File: src/rtl/led_frame_sequencer_if.sv
// Pixel-RAM read port and serializer word handshake between the frame sequencer and its neighbours.
interface led_frame_if #(
    parameter int AW = 3,
    parameter int DW = 24
);
    logic [AW-1:0] pixel_addr;
    logic          pixel_rd;
    logic [DW-1:0] pixel_data;
    logic [DW-1:0] rz_data;
    logic          rz_enable;
    logic          rz_ready;

    modport master (
        output pixel_addr, pixel_rd, rz_data, rz_enable,
        input  pixel_data, rz_ready
    );

    modport slave (
        input  pixel_addr, pixel_rd, rz_data, rz_enable,
        output pixel_data, rz_ready
    );
endinterface

File: src/rtl/led_frame_sequencer.sv
// Reads one frame of pixels from RAM, scales/reorders/bit-reverses them and streams
// them to the RZ serializer, then waits out the strip latch period.
module led_frame_sequencer #(
    parameter int NUM_LEDS   = 8,
    parameter int DATA_WIDTH = 24,
    parameter int GRB_ORDER  = 1,
    parameter int MSB_FIRST  = 1
) (
    input  logic        clock,
    input  logic        reset_n,
    input  logic        frame_start,
    input  logic [7:0]  brightness,
    output logic        busy,
    output logic        frame_done,
    led_frame_if.master bus
);
    localparam int AW = (NUM_LEDS > 1) ? $clog2(NUM_LEDS) : 1;
    localparam int NW = $clog2(NUM_LEDS + 1);
    localparam int CW = DATA_WIDTH / 3;
    localparam int QD = 3;
    localparam logic [NW-1:0] N_LEDS   = NW'(NUM_LEDS);
    localparam logic [NW-1:0] LAST_IDX = NW'(NUM_LEDS - 1);

    typedef enum logic [1:0] {IDLE, FETCH, SEND, LATCH} state_t;

    state_t              state_reg, state_next;
    logic [7:0]          bright_reg, bright_next;
    logic                busy_reg, busy_next;
    logic                done_reg, done_next;
    logic                rd_reg, rd_next;
    logic                dv_reg;
    logic [AW-1:0]       addr_reg, addr_next;
    logic [NW-1:0]       issued_reg, issued_next;
    logic [NW-1:0]       sent_reg, sent_next;
    logic                low_seen_reg, low_seen_next;
    logic [1:0]          count_reg, count_next;
    logic [1:0]          wr_idx;
    logic                push, pop;
    logic [DATA_WIDTH-1:0] q_reg [QD];
    logic [DATA_WIDTH-1:0] ordered, word_in;
    logic [CW-1:0]       ch_r, ch_g, ch_b;

    function automatic logic [CW-1:0] scale(input logic [CW-1:0] c, input logic [7:0] b);
        logic [CW+8:0] p;
        p = {9'd0, c} * ({{CW{1'b0}}, 1'b0, b} + (CW+9)'(1));
        return p[CW+7:8];
    endfunction

    always_comb begin
        ch_r    = scale(bus.pixel_data[3*CW-1 -: CW], bright_reg);
        ch_g    = scale(bus.pixel_data[2*CW-1 -: CW], bright_reg);
        ch_b    = scale(bus.pixel_data[CW-1:0], bright_reg);
        ordered = (GRB_ORDER != 0) ? {ch_g, ch_r, ch_b} : {ch_r, ch_g, ch_b};
    end

    for (genvar gi = 0; gi < DATA_WIDTH; gi++) begin : g_rev
        assign word_in[gi] = (MSB_FIRST != 0) ? ordered[DATA_WIDTH-1-gi] : ordered[gi];
    end

    // A read lands two edges after issue, so a third word slot keeps one transfer
    // per cycle going without ever dropping a returning pixel when rz_ready stalls.
    assign push       = dv_reg;
    assign pop        = (count_reg != 2'd0) && bus.rz_ready;
    assign count_next = count_reg + 2'(push) - 2'(pop);
    assign wr_idx     = count_reg - 2'(pop);

    always_comb begin
        state_next    = state_reg;
        bright_next   = bright_reg;
        busy_next     = busy_reg;
        done_next     = 1'b0;
        rd_next       = 1'b0;
        addr_next     = addr_reg;
        issued_next   = issued_reg;
        sent_next     = sent_reg;
        low_seen_next = low_seen_reg;
        case (state_reg)
            IDLE: begin
                if (frame_start && !done_reg) begin
                    bright_next   = brightness;
                    busy_next     = 1'b1;
                    rd_next       = 1'b1;
                    addr_next     = '0;
                    issued_next   = NW'(1);
                    sent_next     = '0;
                    low_seen_next = 1'b0;
                    state_next    = FETCH;
                end
            end
            FETCH, SEND: begin
                if ((issued_reg < N_LEDS) && (({1'b0, count_next} + {2'b0, rd_reg}) <= 3'd2)) begin
                    rd_next     = 1'b1;
                    addr_next   = issued_reg[AW-1:0];
                    issued_next = issued_reg + NW'(1);
                end
                if (state_reg == FETCH) begin
                    if (push) state_next = SEND;
                end else if (pop) begin
                    sent_next = sent_reg + NW'(1);
                    if (sent_reg == LAST_IDX) state_next = LATCH;
                end
            end
            LATCH: begin
                if (!bus.rz_ready) begin
                    low_seen_next = 1'b1;
                end else if (low_seen_reg) begin
                    done_next  = 1'b1;
                    busy_next  = 1'b0;
                    state_next = IDLE;
                end
            end
            default: state_next = IDLE;
        endcase
    end

    always_ff @(posedge clock or negedge reset_n) begin
        if (!reset_n) begin
            state_reg    <= IDLE;
            bright_reg   <= '0;
            busy_reg     <= 1'b0;
            done_reg     <= 1'b0;
            rd_reg       <= 1'b0;
            dv_reg       <= 1'b0;
            addr_reg     <= '0;
            issued_reg   <= '0;
            sent_reg     <= '0;
            low_seen_reg <= 1'b0;
            count_reg    <= '0;
        end else begin
            state_reg    <= state_next;
            bright_reg   <= bright_next;
            busy_reg     <= busy_next;
            done_reg     <= done_next;
            rd_reg       <= rd_next;
            dv_reg       <= rd_reg;
            addr_reg     <= addr_next;
            issued_reg   <= issued_next;
            sent_reg     <= sent_next;
            low_seen_reg <= low_seen_next;
            count_reg    <= count_next;
        end
    end

    // Slot 0 is the output register; a pop shifts later slots down in the same edge.
    for (genvar gi = 0; gi < QD; gi++) begin : g_slot
        always_ff @(posedge clock or negedge reset_n) begin
            if (!reset_n) begin
                q_reg[gi] <= '0;
            end else if (push && (wr_idx == 2'(gi))) begin
                q_reg[gi] <= word_in;
            end else if (pop) begin
                if (gi < QD - 1) q_reg[gi] <= q_reg[(gi < QD - 1) ? gi + 1 : gi];
            end
        end
    end

    assign bus.rz_data    = q_reg[0];
    assign bus.rz_enable  = (count_reg != 2'd0);
    assign bus.pixel_rd   = rd_reg;
    assign bus.pixel_addr = addr_reg;
    assign busy           = busy_reg;
    assign frame_done     = done_reg;
endmodule
File: src/flat_wrapper.sv
// flat-port wrapper written by rule: the top's interface ports become plain ports
module led_frame_sequencer_flat 
#(
    parameter int NUM_LEDS   = 8,
    parameter int DATA_WIDTH = 24,
    parameter int GRB_ORDER  = 1,
    parameter int MSB_FIRST  = 1
)
  (clock, reset_n, frame_start, brightness, busy, frame_done, bus_pixel_addr, bus_pixel_rd, bus_rz_data, bus_rz_enable, bus_pixel_data, bus_rz_ready);
  led_frame_if bus_i ();
  input  logic clock;
  input  logic reset_n;
  input  logic frame_start;
  input  logic [7:0] brightness;
  output logic busy;
  output logic frame_done;
  output wire logic [$bits(bus_i.pixel_addr)-1:0] bus_pixel_addr;
  output wire logic [$bits(bus_i.pixel_rd)-1:0] bus_pixel_rd;
  output wire logic [$bits(bus_i.rz_data)-1:0] bus_rz_data;
  output wire logic [$bits(bus_i.rz_enable)-1:0] bus_rz_enable;
  input wire logic [$bits(bus_i.pixel_data)-1:0] bus_pixel_data;
  input wire logic [$bits(bus_i.rz_ready)-1:0] bus_rz_ready;
  assign bus_pixel_addr = bus_i.pixel_addr;
  assign bus_pixel_rd = bus_i.pixel_rd;
  assign bus_rz_data = bus_i.rz_data;
  assign bus_rz_enable = bus_i.rz_enable;
  assign bus_i.pixel_data = bus_pixel_data;
  assign bus_i.rz_ready = bus_rz_ready;
  led_frame_sequencer #(.NUM_LEDS(NUM_LEDS), .DATA_WIDTH(DATA_WIDTH), .GRB_ORDER(GRB_ORDER), .MSB_FIRST(MSB_FIRST)) u_core (.clock(clock), .reset_n(reset_n), .frame_start(frame_start), .brightness(brightness), .busy(busy), .frame_done(frame_done), .bus(bus_i));
endmodule
File: config.mk
export PLATFORM = sky130hd
export DESIGN_NAME = led_frame_sequencer_flat
export DESIGN_NICKNAME = d
export VERILOG_FILES = /design/src/rtl/led_frame_sequencer_if.sv /design/src/rtl/led_frame_sequencer.sv /design/src/flat_wrapper.sv
export SDC_FILE = /design/constraint.sdc
export NUM_CORES = 1
export LEC_CHECK = 0
export CORE_AREA = 2 2 115 228
export CTS_CLUSTER_DIAMETER = 60
export DETAILED_ROUTE_END_ITERATION = 10
export DIE_AREA = 0 0 117 230
export GPL_ROUTABILITY_DRIVEN = 1
export SYNTH_ARGS = -nofsm -noshare
export SYNTH_HDL_FRONTEND = slang
export SYNTH_SLANG_ARGS = --single-unit
File: constraint.sdc
create_clock -name clock -period 7.2 [get_ports clock]
set_input_delay 1.44 -clock clock [delete_from_list [all_inputs] [get_ports clock]]
set_output_delay 1.44 -clock clock [all_outputs]
set_load 0.01 [all_outputs]
* Word level (Yosys, flattened, before mapping) *
Cells that the tools add are included.

operators by class
  multiply operators = 3
  magnitude comparators = 2
  $add $sub $neg = 7
  equal/unequal tests = 16
  mux-type cells = 35
  reduce and logical (&&, ||, !) cells = 21

operators by type and width
  cell                   number
  $mux W24               4
  $mul A8 B17 Y16        2
  $mux W4                5
  $mul A8 B9 Y16         1
  $pmux W4 S2            2
  $mux W2                7
  $mux W1                10
  $reduce_bool A2 Y1     5
  $add A8 B1 Y9 const B  1
  $add A4 B1 Y4 const B  2
  $ne A2 B1 Y1 const B   4
  $reduce_and A4 Y1      2
  $eq A2 B2 Y1 const B   3
  $logic_and A1 B1 Y1    6
  $mux W3                2
  $ne A2 B2 Y1 const B   3
  $ne A3 B1 Y1 const B   2
  $pmux W1 S2            3
  $pmux W2 S3            1
  $pmux W3 S2            1
  $reduce_and A3 Y1      2
  $reduce_and A6 Y1      1
  $eq A2 B1 Y1 const B   2
  $eq A4 B3 Y1 const B   1
  10 further kinds       12

word-level totals
  input bits = 36
  flip-flop bits (word level) = 100
  output and inout port bits = 31
  word-level logic and storage cells = 98

* Longest topological paths before layout *
Gate-level depths: netlist of run 1.

  depth after elaboration = 8
  depth in mapped cells = 20
  depth with buffers taken out = 19

* Worst setup path before layout of run 1 *
OpenSTA, ideal clock, no wires.

  kind = input to register
  start = input bus_pixel_data[7]
  end = register u_core.q_reg[41] in the netlist's numbering
  buffers on the path = 0
  data arrival time = 5,268 ps
  data required time = 7,062 ps
  path slack = 1,795 ps
  cell stages on the path = 14
  setup time = 138 ps
  path through = and2_1 -> fa_1 -> fa_1 -> fa_1 -> inv_1 -> fa_1 -> inv_1 -> ha_1 -> a21o_1 -> a31oi_1 -> o31ai_4 -> a41oi_1 -> xor2_1 -> mux2i_1

between the ends
  longest elaborated chain between the ends = 2

ends and longest elaborated chain
  element                        line                        RTL
  start, declared                flat_wrapper.sv:21          input wire logic [$bits(bus_i.pixel_data)-1:0] bus_pixel_data;
  $mul A8 B17 Y16                led_frame_sequencer.sv:45   p = {9'd0, c} * ({{CW{1'b0}}, 1'b0, b} + (CW+9)'(1));
  $mux W24                       led_frame_sequencer.sv:149  end else if (push && (wr_idx == 2'(gi))) begin
  end signal, assigned by index  led_frame_sequencer.sv:150  q_reg[gi] <= word_in;
  end signal, assigned by index  led_frame_sequencer.sv:152  if (gi < QD - 1) q_reg[gi] <= q_reg[(gi < QD - 1) ? gi + 1 : gi];
  end, declared                  led_frame_sequencer.sv:39   logic [DATA_WIDTH-1:0] q_reg [QD];

No other way between the ends.
A chain may end at the register's enable or synchronous reset.

* Worst setup path in the final report of run 1 *
  start = input bus_pixel_data[7]
  end = register u_core.q_reg, in the netlist u_core.bus.rz_data[17]

The elaborated chain is that of the path after synthesis.

==> run summary, run 1 <==
The run finished with clean final reports. The die is 117 um wide. Entering global routing, the biggest net connects 53 pins. STA classifies the critical path startpoint as a primary input. Counting flops with a built-in enable in the synthesized netlist gives 0. The post-synthesis cell count came out at 1184. The final standard cell area without fillers came out at 12400 sq um.

The first global-routing pass estimated 42100 um of wire. The number of flip-flops under the largest register name came out at 48. The placed instance area came out at 12100 sq um. The kind of cell with the highest combined delay along the critical path is adder cells.

The delay of the slowest cell on the worst path came out at 550 ps. STA classifies the critical path endpoint as a flop. The later pin in the worst-skew pair is clocked with a latency of 350 ps. The number of placement rows came out at 82. The worst setup path category is in2reg. The DRC violation total after the first TritonRoute iteration came out at 265.

The total global routing track utilization is 19.9%. The post-CTS setup-driven buffer insertion count came out at 0. The starting utilization of the core area came out at 44.4%. The sequential area share after synthesis is 22.4%. The number of top-level pins came out at 67.

Setup repair after global routing left no endpoint under its margin. In this run the clock root is driven by a sky130_fd_sc_hd__clkbuf_16. The final wirelength came out at 24800 um. The count of endpoints failing hold in the final timing report came out at 0. The floorplan step defined a die boundary enclosing 26900 sq um. The area growth from synthesis to layout is 10.7%.

The number of levels in the clock H-tree came out at 3. The area of the placeable core is 25100 sq um. Across all layers, the routed design uses 7934 vias. The ratio of routed vias to standard cells is 5.12. The placed wire-length estimate is 19600 um. The clock sink count is 100.

The hold buffer count at CTS is 0. The path class of the lowest-slack min-delay path is reg2reg. The cell area after technology mapping is 11200 sq um.

After clock tree synthesis, the clock-pin slew on the worst setup and hold paths is 70 ps. At the worst endpoint, the required time is 7400 ps. The most used flip-flop cell after synthesis is sky130_fd_sc_hd__dfrtp_1. The layout has 2429 filler cells. The ratio of cells with drive above 1 in the final layout is 5.60%.

Walking the worst path, the cells encountered are clkdlybuf4s50_1 -> and2_1 -> fa_1 -> fa_1 -> fa_1 -> inv_1 -> fa_1 -> inv_1 -> ha_1 -> a21o_1 -> a31oi_1 -> o31ai_4 -> a41oi_1 -> xor2_1 -> a21oi_1. The first-pass detailed-route iteration total came out at 7. The height of the die is 230 um. The count of unique library cells instantiated by Yosys is 56. The measured slew at the worst slew-check pin is 1030 ps. The final setup violation count is 0. The number of antenna violations at the first check in global routing was 0. For this design, the slowest cell found on the critical path is sky130_fd_sc_hd__clkdlybuf4s50_1. After the last flow step, the layout net total stands at 1476. Subtracting the final worst setup slack from the clock period gives 5950 ps. The final cycle utilization of the critical path is 82.7%.

On the final layout, the worst clock skew is 7.98 ps. The number of antenna diodes is 0. The most common cell type on the critical path is sky130_fd_sc_hd__fa_1. The post-cts repair resize count came out at 0. Across the run, the number of max-cap violations was 0. The post-route worst setup slack is 1250 ps. The synthesized flop and latch total came out at 100. The weighted congestion reported at the end of routability-driven placement came out at 0.831.

Based on the critical path, the design can be clocked at up to 168 MHz. The post-route setup TNS is 0 ps. The number of buffers added by the clock tree synthesis step is 9. The number of nets handed over by synthesis was 1450. In the routed design, unresolved DRC markers number 0. Data on the critical path arrives at its endpoint at 6150 ps.

The via count of the first global-routing pass is 8543. The number of buffer and inverter instances along the worst setup path came out at 3. TritonCTS built the clock tree. The headroom to the max-slew limit came out at 31.4%.

The worst slack at placement is 847 ps. The number of port buffers came out at 66. The synthesis warning total is 0. The most common cell after layout, fill and taps aside is sky130_fd_sc_hd__inv_1. After global routing the overflow that remains totals 0. The share of the core filled with cells in the final layout is 49.2%. The average cell area after synthesis is 9.44 sq um. The average routed wire per standard cell is 16.0 um. The top cell types in the final layout, fill and taps aside, are sky130_fd_sc_hd__inv_1, sky130_fd_sc_hd__and2_1, sky130_fd_sc_hd__fa_1.

The maximum fanout along the worst path is 9. The count of nets left with antenna violations once routing finished came out at 0. The share of synthesized flip-flops with an asynchronous set or reset came out at 100%. The number of pins exceeding their max-slew limit in the final report came out at 0. The buffer depth of the longest clock path is 2.
[layout make-up]
| type | instances | area [sq um] | area share, % |
|---|---|---|---|
| inverter | 174 | 653 | 5.28 |
| sequential | 100 | 2500 | 20.2 |
| tap | 336 | 420 | 3.40 |
| clock buffer | 10 | 229 | 1.85 |
| timing repair buffer | 82 | 778 | 6.29 |
| multi-input combinational | 843 | 7700 | 62.2 |
| clock inverter | 6 | 86.3 | 0.698 |
[cell families after synthesis]
kind of cell,synth area share [%]
AOI/OAI and AO/OA,10.2
xor gates and xnor gates,3.37
adders and majority gates,33.8
buffers and inverters,8.97
DFF,22.4
muxes,4.54
and+or+nand+nor,16.7
[metrics by stage]
step,hold slack [ps],cells
6_report,462,1551
5_1_grt,481,1551
4_1_cts,464,1551
3_5_place_dp,440,1535
3_3_place_gp,450,1535
2_1_floorplan,440,1184
[synth_stat cells, drive strengths merged (2+ instances only)]
master  count  area share (%)
a211oi     26             1.7
a21o       11            0.74
a21oi      42             1.9
a221oi      3            0.29
a22o        5            0.39
a31oi       8            0.45
a41oi       3            0.24
and2      167             9.4
and3        3            0.17
and4        2            0.16
buf        31             1.9
clkbuf     36             1.2
dfrtp     100              22
fa        120              22
ha        110              12
inv       174             5.8
mux2       21             2.1
mux2i      27             2.4
nand2     109             3.7
nand2b      8            0.52
nand3      12            0.54
nand4       5            0.28
nor2        8            0.27
nor2b      16            0.90
nor3        8            0.40
o21a        3            0.20
o21ai      51             2.3
o21bai      3            0.20
o22ai       2            0.11
o31a        2            0.16
o31ai       8            0.75
or2         3            0.17
xnor2      30             2.4
xor2       13             1.0
[path summary, 6_finish.rpt]
path	from	endpoint	slack (ps)	cells past startpoint
min in group asynchronous	reset_n	u_core.bus.rz_data[15]	1120	1
max reg2reg	u_core.bright_reg[4]	u_core.bus.rz_data[17]	1470	17
min reg2reg	u_core.bus.pixel_rd	u_core.dv_reg	460	0
max	bus_pixel_data[7]	u_core.bus.rz_data[17]	1250	15
min	u_core.bus.pixel_rd	u_core.dv_reg	460	0
max in group asynchronous	reset_n	u_core.q_reg[24]	4980	2
[layer usage]
metal | vias up | share of wire, % | routed length (um) | track usage, %
met1 | 3974 | 41 | 10100 | 22.8
met3 | 27 | 2.0 | 502 | 2.08
met2 | 88 | 55 | 13700 | 37.8
met5 | - | 0 | 0 | 0
li1 | 3845 | - | - | -
met4 | 0 | 1.8 | 448 | 5.85
Power of run 1 is not shown: default switching activity piles up to over one toggle a cycle in this logic, so the estimate is an artifact.
==> run 2: changes to the inputs <==
Clock period 7.2 ns to 4.8 ns, I/O delays scaled along.
==> run 2 against run 1 <==
Net effect:
- the flow now finishes with violations (setup timing)
- non-clock buffer count rose by 155
- setup slack got worse by 1500 ps
- sequential share of layout area fell by 3.1 points
- critical path depth rose by 5
- flip-flop and latch count did not move
- worst hold slack improved by 12 ps
- largest cell class unchanged
==> run summary, run 2 (same netlist as run 1, synthesis figures left out) <==
The run finished, with violations left. The final reports fail on setup timing. The number of max-capacitance violations reported is 0 (unchanged). The number of flip-flops under the largest register name came to 48 (unchanged). The DRC violation total after the first TritonRoute iteration was 292 (+10%). The TritonCTS clock tree is built. The number of placement rows came out at 82 (unchanged). The total congestion overflow after global routing is 0 (unchanged).

The area of the placeable core is 25100 sq um (unchanged). The startpoint identified for the worst hold timing path is u_core.bus.pixel_rd. The headroom to the max-slew limit was 26.3% (-5.1 points). The number of antenna diodes came out at 0 (unchanged). The wire length of the first global-routing pass is 46800 um (+11%). The root buffer cell chosen for the clock tree is sky130_fd_sc_hd__clkbuf_16.

Counting I/O delays and the setup requirement, the final critical path takes 5090 ps. In this run the worst hold path is classified as reg2reg. The die footprint is 26900 sq um (unchanged). The top achievable clock speed came out at 196 MHz. The end of the worst hold path is u_core.dv_reg. The count of vias placed by the detailed router is 8670 (+9.3%). The kind of end point of the critical path is a flop. The number of pins exceeding their max-slew limit in the final report came out at 0 (unchanged).

The required time at the worst-slack endpoint was 4990 ps (-2410 ps). The critical path in this run is classified as reg2reg. The final wirelength is 28900 um (+16%). The area growth from synthesis to layout came out at 31.1%.

The total global routing track utilization is 22.2% (+2.3 points). The worst setup skew after layout is 6.05 ps (-1.93 ps). The weighted congestion reported at the end of routability-driven placement was 0.872 (+4.9%). The share of the core filled with cells in the final layout came out at 58.3% (+9.1 points). The cell count of the worst reg-to-reg path is 20 (+3).

The via count of the first global-routing pass is 9381 (+9.8%). The register-to-register setup slack is -290 ps (-1760 ps). The worst hold path cell count came out at 0 (unchanged). STA classifies the critical path startpoint as a flop. The ratio of routed vias to standard cells is 5.08 (-0.65%). The number of levels in the clock H-tree is 3 (unchanged). The final cycle utilization of the critical path came out at 106%. The endpoint arrival time on the critical path is 5290 ps (-860 ps). The post-route worst setup slack is -292 ps (-1540 ps).

The clock-pin transition on the worst setup and hold timing paths is 70 ps (about the same). The clock network latency to the later pin of the worst-skew pair was 360 ps (about the same). The height of the die was 230 um (unchanged). The starting utilization of the core area was 44.4% (unchanged). The final layout net count came out at 1631 (+11%). The first-pass detailed-route iteration total came out at 4 (-3). The number of port buffers came to 66 (unchanged). The average routed wire per standard cell came to 17.0 um (+5.9%). The count of endpoints failing hold in the final timing report was 0 (unchanged).

The final setup violation count is 67 (+67). The number of top-level pins came out at 67 (unchanged). The launch point of the worst reg-to-reg path is u_core.bright_reg[1]. The top cell types in the final layout, fill and taps aside, are sky130_fd_sc_hd__inv_1, sky130_fd_sc_hd__and2_1, sky130_fd_sc_hd__buf_4. The number of design rule violations left after detail routing is 0 (unchanged). Setup repair after global routing could not meet its margin everywhere. The chip width came out at 117 um (unchanged). The number of buffers added by the clock tree synthesis step is 9 (unchanged). The placed wire-length estimate came out at 21800 um (+11%). The most common cell after layout, fill and taps aside is sky130_fd_sc_hd__inv_1.

The clock sink count was 100 (unchanged). The maximum number of pins on one net before global-route repair came out at 75 (+42%). The endpoint identified for the worst register-to-register timing path is u_core.bus.rz_data[18]. The measured slew at the worst slew-check pin is 1100 ps (+76.4 ps). The maximum fanout along the worst path is 5 (-4). The number of nets with antenna violations after routing was 0 (unchanged). The ratio of cells with drive above 1 in the final layout is 25.7% (+20 points).

The buffer depth of the longest clock path came out at 2 (unchanged). The number of antenna violations at the first check in global routing came to 0 (unchanged).
[run 2: cell types whose count changed in the layout (fill, tap and decap cells not counted), moves of 17 or more]
cell / delta
sky130_fd_sc_hd__buf_4: +123
sky130_fd_sc_hd__o21ai_0: -28
sky130_fd_sc_hd__buf_6: +23
sky130_fd_sc_hd__ha_1: -19
sky130_fd_sc_hd__o21ai_1: +19
sky130_fd_sc_hd__ha_4: +17
[run 2: repair_timing]
action                                  in CTS  in global routing
resized for setup                          116                 95
setup buffers                               21                 24
hold buffers                                 0                  0
cloned                                       2                  1
endpoints found under the setup margin      72                 72
pin swaps                                   59                 68
[run 2: area by class of cell]
| type | instances | area, sq um |
|---|---|---|
| Fill cell | 2164 | 10500 |
| Multi-Input combinational cell | 843 | 8670 |
| Sequential cell | 100 | 2510 |
| Timing Repair Buffer | 237 | 2120 |
| Inverter | 174 | 653 |
| Tap cell | 336 | 420 |
| Clock buffer | 10 | 239 |
| Clock inverter | 6 | 40.0 |
[run 2: worst max path at each step]
| stage | start | to | slack (ps) | cells after the start |
|---|---|---|---|---|
| 6_report | u_core.bright_reg[1] | u_core.bus.rz_data[18] | -290 | 20 |
| 5_1_grt | u_core.bright_reg[1] | u_core.bus.rz_data[18] | -490 | 20 |
| 4_1_cts | u_core.bright_reg[0] | u_core.bus.rz_data[18] | -300 | 19 |
| 3_5_place_dp | bus_pixel_data[4] | u_core.bus.rz_data[18] | -830 | 16 |
| 3_3_place_gp | bus_pixel_data[4] | u_core.bus.rz_data[18] | -760 | 16 |
| 2_1_floorplan | u_core.bright_reg[0] | u_core.q_reg[18] | 9 | 19 |
[run 2: stage by stage]
stage	std cells	worst slack, ps	area [sq um]	setup TNS [ps]	hold slack, ps
after floorplan	1184	9.50	11400	0	440
after global placement	1646	-757	13100	-42340	438
after detailed placement	1646	-832	13100	-46240	442
after CTS	1683	-302	14000	-9090	460
after global routing	1706	-485	14600	-22980	487
final	1706	-292	14600	-10780	473
[run 2: worst max-delay path: stages, from the launching register on]
cell and delay, ps:
sky130_fd_sc_hd__dfrtp_2 450, sky130_fd_sc_hd__and3_4 220, sky130_fd_sc_hd__nand3_4 140, sky130_fd_sc_hd__nor2_4 140, sky130_fd_sc_hd__xor2_2 190, sky130_fd_sc_hd__buf_6 180
sky130_fd_sc_hd__buf_6 110, sky130_fd_sc_hd__and2_4 130, sky130_fd_sc_hd__fa_1 450, sky130_fd_sc_hd__fa_1 470, sky130_fd_sc_hd__fa_1 500, sky130_fd_sc_hd__inv_1 50
sky130_fd_sc_hd__fa_1 490, sky130_fd_sc_hd__inv_2 50, sky130_fd_sc_hd__ha_4 220, sky130_fd_sc_hd__a21o_1 190, sky130_fd_sc_hd__a31oi_4 190, sky130_fd_sc_hd__o31ai_4 130
sky130_fd_sc_hd__o31ai_2 260, sky130_fd_sc_hd__xor2_1 270, sky130_fd_sc_hd__a21oi_1 100
[run 2: routing by layer]
metal | share of wire, % | GRT usage (%) | vias to the layer above
met2 | 57 | 42.1 | 114
li1 | - | - | 4147
met3 | 1.7 | 1.79 | 46
met5 | 0 | 0 | -
met1 | 38 | 25.0 | 4363
met4 | 2.9 | 8.27 | 0
Power of run 2 is left out for the same reason.
